File: src/rtl/spi_sclk_sequencer_if.sv
// Request/status bundle between an SPI clock sequencer and its controller.
// SPI_CS_N is present only when SPI_SCLK_CS_EN is defined.
interface spi_sclk_sequencer_if;
   logic       start;
   logic [6:0] num_bits;
   logic       cpol;
   logic       cpha;
   logic       SPI_SCLK;
   logic       sample_strobe;
   logic       shift_strobe;
   logic       busy;
   logic       done;
   logic [7:0] CLOCK_CYCLES;
`ifdef SPI_SCLK_CS_EN
   logic       SPI_CS_N;

   modport master (
      output start, num_bits, cpol, cpha,
      input  SPI_SCLK, sample_strobe, shift_strobe, busy, done, CLOCK_CYCLES, SPI_CS_N
   );
   modport slave (
      input  start, num_bits, cpol, cpha,
      output SPI_SCLK, sample_strobe, shift_strobe, busy, done, CLOCK_CYCLES, SPI_CS_N
   );
`else
   modport master (
      output start, num_bits, cpol, cpha,
      input  SPI_SCLK, sample_strobe, shift_strobe, busy, done, CLOCK_CYCLES
   );
   modport slave (
      input  start, num_bits, cpol, cpha,
      output SPI_SCLK, sample_strobe, shift_strobe, busy, done, CLOCK_CYCLES
   );
`endif
endinterface

File: src/rtl/spi_sclk_sequencer.sv
// SPI SCLK/strobe sequencer: done lands 1+HALF_PERIOD*(2N+1) cycles after start (+CS_SETUP+CS_HOLD with
// SPI_SCLK_CS_EN, which adds SPI_CS_N and LEAD/LAG); start is only taken in IDLE, there is no backpressure.
module spi_sclk_sequencer #(
   parameter int HALF_PERIOD = 3,
   parameter int CS_SETUP    = 2,
   parameter int CS_HOLD     = 2
) (
   input logic                 system_clock,
   input logic                 system_reset,
   spi_sclk_sequencer_if.slave bus
);

   if (HALF_PERIOD < 1 || HALF_PERIOD > 65535 ||
       CS_SETUP < 1 || CS_SETUP > 65535 || CS_HOLD < 1 || CS_HOLD > 65535) begin : g_param_check
      $error("spi_sclk_sequencer: timing parameter outside 1..65535");
   end

`ifdef SPI_SCLK_CS_EN
   typedef enum logic [2:0] {IDLE, LEAD, ACTIVE, TRAIL, LAG, DONE} state_t;
   localparam logic [15:0] SETUP_LAST = 16'(CS_SETUP - 1);
   localparam logic [15:0] HOLD_LAST  = 16'(CS_HOLD - 1);
`else
   typedef enum logic [2:0] {IDLE, ACTIVE, TRAIL, DONE} state_t;
`endif
   localparam logic [15:0] HP_LAST = 16'(HALF_PERIOD - 1);

   state_t      state_q, state_d;
   logic [15:0] cnt_q, cnt_d;
   logic [6:0]  n_q, n_d;
   logic        cpha_q, cpha_d;
   logic        cpol_q, cpol_d;
   logic        sclk_q, sclk_d;
   logic        sample_q, sample_d;
   logic        shift_q, shift_d;
   logic        busy_q, busy_d;
   logic        done_q, done_d;
   logic [7:0]  cc_q, cc_d;
`ifdef SPI_SCLK_CS_EN
   logic        cs_n_q, cs_n_d;
`endif

   logic       wrap;
   logic [7:0] edge_num;
   logic       last_edge;

   assign wrap      = (cnt_q == HP_LAST);
   assign edge_num  = cc_q + 8'd1;
   assign last_edge = (edge_num == {n_q, 1'b0});

   always_comb begin
      state_d  = state_q;
      cnt_d    = cnt_q;
      n_d      = n_q;
      cpha_d   = cpha_q;
      cpol_d   = cpol_q;
      sclk_d   = sclk_q;
      sample_d = 1'b0;
      shift_d  = 1'b0;
      cc_d     = cc_q;
`ifdef SPI_SCLK_CS_EN
      cs_n_d   = cs_n_q;
`endif
      case (state_q)
         IDLE: begin
            // SCLK tracks the idle polarity so it already matches cpol_q when a frame starts
            cpol_d = bus.cpol;
            sclk_d = bus.cpol;
            cnt_d  = 16'd0;
            if (bus.start) begin
               n_d    = bus.num_bits;
               cpha_d = bus.cpha;
               cc_d   = 8'd0;
`ifdef SPI_SCLK_CS_EN
               state_d = LEAD;
               cs_n_d  = 1'b0;
`else
               state_d = (bus.num_bits == 7'd0) ? TRAIL : ACTIVE;
`endif
            end
         end
`ifdef SPI_SCLK_CS_EN
         LEAD: begin
            cnt_d = cnt_q + 16'd1;
            if (cnt_q == SETUP_LAST) begin
               cnt_d   = 16'd0;
               state_d = (n_q == 7'd0) ? TRAIL : ACTIVE;
            end
         end
`endif
         ACTIVE: begin
            cnt_d = wrap ? 16'd0 : cnt_q + 16'd1;
            if (wrap) begin
               sclk_d = ~sclk_q;
               cc_d   = edge_num;
               // odd edges are leading edges; the final trailing edge never shifts
               if (cpha_q) begin
                  shift_d  = edge_num[0];
                  sample_d = ~edge_num[0];
               end else begin
                  sample_d = edge_num[0];
                  shift_d  = ~edge_num[0] & ~last_edge;
               end
               if (last_edge) begin
                  state_d = TRAIL;
               end
            end
         end
         TRAIL: begin
            cnt_d = wrap ? 16'd0 : cnt_q + 16'd1;
            if (wrap) begin
`ifdef SPI_SCLK_CS_EN
               state_d = LAG;
`else
               state_d = DONE;
`endif
            end
         end
`ifdef SPI_SCLK_CS_EN
         LAG: begin
            cnt_d = cnt_q + 16'd1;
            if (cnt_q == HOLD_LAST) begin
               cnt_d   = 16'd0;
               state_d = DONE;
               cs_n_d  = 1'b1;
            end
         end
`endif
         DONE: begin
            cnt_d   = 16'd0;
            state_d = IDLE;
         end
         default: begin
            cnt_d   = 16'd0;
            state_d = IDLE;
         end
      endcase

`ifdef SPI_SCLK_CS_EN
      busy_d = (state_d == LEAD) || (state_d == ACTIVE) || (state_d == TRAIL) || (state_d == LAG);
`else
      busy_d = (state_d == ACTIVE) || (state_d == TRAIL);
`endif
      done_d = (state_d == DONE);
   end

   always_ff @(posedge system_clock) begin
      if (system_reset) begin
         state_q  <= IDLE;
         cnt_q    <= 16'd0;
         n_q      <= 7'd0;
         cpha_q   <= 1'b0;
         cpol_q   <= 1'b0;
         sclk_q   <= 1'b0;
         sample_q <= 1'b0;
         shift_q  <= 1'b0;
         busy_q   <= 1'b0;
         done_q   <= 1'b0;
         cc_q     <= 8'd0;
`ifdef SPI_SCLK_CS_EN
         cs_n_q   <= 1'b1;
`endif
      end else begin
         state_q  <= state_d;
         cnt_q    <= cnt_d;
         n_q      <= n_d;
         cpha_q   <= cpha_d;
         cpol_q   <= cpol_d;
         sclk_q   <= sclk_d;
         sample_q <= sample_d;
         shift_q  <= shift_d;
         busy_q   <= busy_d;
         done_q   <= done_d;
         cc_q     <= cc_d;
`ifdef SPI_SCLK_CS_EN
         cs_n_q   <= cs_n_d;
`endif
      end
   end

   assign bus.SPI_SCLK      = sclk_q;
   assign bus.sample_strobe = sample_q;
   assign bus.shift_strobe  = shift_q;
   assign bus.busy          = busy_q;
   assign bus.done          = done_q;
   assign bus.CLOCK_CYCLES  = cc_q;
`ifdef SPI_SCLK_CS_EN
   assign bus.SPI_CS_N      = cs_n_q;
`endif

endmodule

File: src/flat_wrapper.sv
// flat-port wrapper written by rule: the top's interface ports become plain ports
module spi_sclk_sequencer_flat 
#(
   parameter int HALF_PERIOD = 3,
   parameter int CS_SETUP    = 2,
   parameter int CS_HOLD     = 2
)
  (system_clock, system_reset, bus_start, bus_num_bits, bus_cpol, bus_cpha, bus_SPI_SCLK, bus_sample_strobe, bus_shift_strobe, bus_busy, bus_done, bus_CLOCK_CYCLES);
  spi_sclk_sequencer_if bus_i ();
  input logic system_clock;
  input logic system_reset;
  input wire logic [$bits(bus_i.start)-1:0] bus_start;
  input wire logic [$bits(bus_i.num_bits)-1:0] bus_num_bits;
  input wire logic [$bits(bus_i.cpol)-1:0] bus_cpol;
  input wire logic [$bits(bus_i.cpha)-1:0] bus_cpha;
  output wire logic [$bits(bus_i.SPI_SCLK)-1:0] bus_SPI_SCLK;
  output wire logic [$bits(bus_i.sample_strobe)-1:0] bus_sample_strobe;
  output wire logic [$bits(bus_i.shift_strobe)-1:0] bus_shift_strobe;
  output wire logic [$bits(bus_i.busy)-1:0] bus_busy;
  output wire logic [$bits(bus_i.done)-1:0] bus_done;
  output wire logic [$bits(bus_i.CLOCK_CYCLES)-1:0] bus_CLOCK_CYCLES;
  assign bus_i.start = bus_start;
  assign bus_i.num_bits = bus_num_bits;
  assign bus_i.cpol = bus_cpol;
  assign bus_i.cpha = bus_cpha;
  assign bus_SPI_SCLK = bus_i.SPI_SCLK;
  assign bus_sample_strobe = bus_i.sample_strobe;
  assign bus_shift_strobe = bus_i.shift_strobe;
  assign bus_busy = bus_i.busy;
  assign bus_done = bus_i.done;
  assign bus_CLOCK_CYCLES = bus_i.CLOCK_CYCLES;
  spi_sclk_sequencer #(.HALF_PERIOD(HALF_PERIOD), .CS_SETUP(CS_SETUP), .CS_HOLD(CS_HOLD)) u_core (.system_clock(system_clock), .system_reset(system_reset), .bus(bus_i));
endmodule
File: config.mk
export PLATFORM = sky130hd
export DESIGN_NAME = spi_sclk_sequencer_flat
export DESIGN_NICKNAME = d
export VERILOG_FILES = /design/src/rtl/spi_sclk_sequencer_if.sv /design/src/rtl/spi_sclk_sequencer.sv /design/src/flat_wrapper.sv
export SDC_FILE = /design/constraint.sdc
export NUM_CORES = 1
export LEC_CHECK = 0
export ABC_CLOCK_PERIOD_IN_PS = 2200
export CORE_MARGIN = 8
export CORE_UTILIZATION = 30
export CTS_BUF_LIST = sky130_fd_sc_hd__clkbuf_4 sky130_fd_sc_hd__clkbuf_8 sky130_fd_sc_hd__clkbuf_16
export DETAILED_ROUTE_END_ITERATION = 10
export PLACE_DENSITY_LB_ADDON = 0.12
export SYNTH_ARGS = -nofsm -noshare
export SYNTH_HDL_FRONTEND = slang
export SYNTH_SLANG_ARGS = --single-unit
File: constraint.sdc
create_clock -name system_clock -period 2.2 [get_ports system_clock]
set_clock_uncertainty 0.2 [all_clocks]
set_input_delay 0.55 -clock system_clock [delete_from_list [all_inputs] [get_ports system_clock]]
set_output_delay 0.55 -clock system_clock [all_outputs]
set_load 0.005 [all_outputs]
==> results.toml <==
[outcome]
status = "complete, but fails checks"
failed_checks = "setup timing"

[worst_setup_path]
timing.setup.critical_path_class = "register to register"
cp.required_ns = 2.22
worst_ep_arrival_time_ns = 2.25
crit_fanout = 4
crit_chain = "buf_6, and2_4, a21oi_1, or4b_4, or4_4, a211oi_2"
slowest_stage = "or4_4"
crit_path_end_kind = "register"
critical_path.max_stage_delay_ns = 0.57
start_kind = "register"

[cells_and_area]
fin_nets = 310
area_growth_pct = 39.94
postLayoutCoreUtil = 0.4329
n_antenna_cell = 0
layout_commonest_cell = "buf_4"
drive_gt1_frac = 0.2601
layout_common_cells = "buf_4, dfxtp_1, nand2_1"

[drt]
ant_nets = 0
drt_iter0_markers = 65
drt_first_pass_iters = 4
drt_wl_total_um = 5300
vias_per_cell = 4.997
drt-wirelength-per-cell_um = 14.21
drc = 0
vias = 1864

[yosys]
synth_area_leaders = "dfxtp_1, xnor2_1, a21oi_1"
avgSynthCellArea_um2 = 8.467
synth_nets = 247
synthesis.area_um2 = 1964
ys_types = 43
netlist_instances = 232
synth-async-reset-ratio = 0
yosys_most_used_dff = "dfxtp_1"
yosysTopAreaCell = "dfxtp_1"
synth_edf_count = 0
ys_ff_latch = 40
yosysWarnings = 0
synth_top_area_frac = 0.4076
ys_seq_area_frac = 0.4076

[floorplanning]
die_y_um = 96.92
std_cell_rows = 29
boundaryPins = 25
core_area_um2 = 6350
start_util = 0.3094
die_x_um = 96.92
dieArea_um2 = 9393

[placement]
io_buffers = 24
gp_congestion = 0.7859
dp_hpwl_um = 3786
pre_cts_ws_ns = -0.2230

[grt]
grt_use_total = 0.1107
antenna_found_initial = 0
grt.overflow.total = 0
grt_first_pass_wirelength_um = 8535
grt_pass1_vias = 1780
grt_max_degree = 24

[timing]
setup-violations-final = 1
rsz0062_at_grt = "true"
fin_crit_sh = 1.014
finalHoldViolCount = 0
slew_violations = 0
fin_crit_ns = 2.231
fin_ws_ns = -0.03053
fmax_ghz = 0.4483

[run]
maxCapViolCount = 0

[clock_network]
htreeDepth = 2
cts.sinks = 40
clockBufferDepth = 2
clk_latency_ns = 0.29
root_buffer = "clkbuf_8"
holdBufCountCts = 0
cts_made_buffers = 5
clkSlewWorstSetupHoldPaths_ns = 0.08
cts_tree = "yes"

[pwr]
powerDensity_nw_per_um2 = 498.2
power.leakage_nw = 0.9906
ir_worst_vdd_uv = 344.3

[worst_hold_path]
holdCritPathClass = "register to register"
==> flip-flops by register name, summed over array words and instances (netlist names) <==
register,flops
u_core.bus.CLOCK_CYCLES,8
u_core.bus.shift_strobe,1
u_core.bus.busy,1
u_core.bus.done,1
u_core.bus.sample_strobe,1
u_core.cnt_q,16
u_core.state_q,3
u_core.bus.SPI_SCLK,1
u_core.n_q,7
u_core.cpha_q,1
==> cells in the mapped netlist, types with 3 or more instances <==
cell      number
nand3_1        9
inv_1          3
xnor2_1       15
and4_1         3
o21ai_0       10
xor2_1         7
and2_1         3
nor4_1         4
or3_1          8
dfxtp_1       40
nor2_1        18
nor3_1         8
nand2_1       27
a21oi_1       25
a31oi_1        3
nand4_1        3
clkbuf_1       6
ha_1           3
nand3b_1       3
==> worst max-delay path: cells and delay by family, from the launching register on <==
family          cells  cell delay [ns]
simple gates        3             1.24
flops               1             0.36
compound gates      2             0.23
buf+inv             1             0.11
==> per-layer routing <==
metal,GRT usage,up-vias,part of all wire
met5,0,-,0
met4,0.04497,0,0.019
met3,0.03912,7,0.042
met2,0.1828,31,0.48
met1,0.1266,882,0.46
li1,-,944,-
==> report_power, final <==
| part | internal (mW) | switching (mW) | total, mW |
|---|---|---|---|
| clock | 0.250 | 0.263 | 0.513 |
| combinational | 0.0586 | 0.0519 | 0.110 |
| sequential | 0.735 | 0.0103 | 0.746 |
| total | 1.04 | 0.325 | 1.37 |
==> final cells by class <==
type / instances / area, µm²
inverter: 3 / 11.26
fill: 633 / 3601
clock inverter: 2 / 10.01
multi-input combinational: 178 / 1159
timing repair buffer: 67 / 580.6
clock buffer: 6 / 82.58
sequential: 40 / 809.5
tap: 77 / 96.34
==> through the flow <==
step | power [mW] | cells | area (µm²) | TNS [ns] | hold WS, ns
2_1_floorplan | 0.8110 | 232 | 1976 | -0.1121 | 0.2373
6_report | 1.369 | 373 | 2749 | -0.03053 | 0.2706
3_5_place_dp | 0.8704 | 360 | 2520 | -0.5412 | 0.2643
5_1_grt | 1.440 | 373 | 2749 | -0.1377 | 0.2888
3_3_place_gp | 0.8709 | 360 | 2520 | -0.4636 | 0.2584
4_1_cts | 1.392 | 370 | 2663 | -0.04187 | 0.2760
==> worst paths after layout <==
check	endpoint	startpoint	slack, ns	cells after the start
worst min-delay path	u_core.bus.SPI_SCLK	u_core.bus.SPI_SCLK	0.27	1
worst max register to register	u_core.bus.done	u_core.bus.CLOCK_CYCLES[1]	-0.03	6
worst max-delay path	u_core.bus.done	u_core.bus.CLOCK_CYCLES[1]	-0.03	6
worst min register to register	u_core.bus.SPI_SCLK	u_core.bus.SPI_SCLK	0.27	1
==> cell families after synthesis <==
logic type / after synthesis / share of synthesized area
AND/OR/NAND/NOR: 103 / 0.2822
AO/OA/AOI/OAI: 49 / 0.1465
flip-flops: 40 / 0.4076
XOR/XNOR: 22 / 0.09809
buffers and inverters: 14 / 0.04458
adder cells (fa/ha/maj): 3 / 0.01911
other: 1 / 0.001909
==> what timing repair did <==
action | in CTS | in global routing
pin swaps | 2 | 2
cloned | 0 | 1
setup buffers | 2 | 2
setup endpoints to repair | 2 | 26
gates resized for setup | 9 | 15
Power figures use the tool's default switching activity.
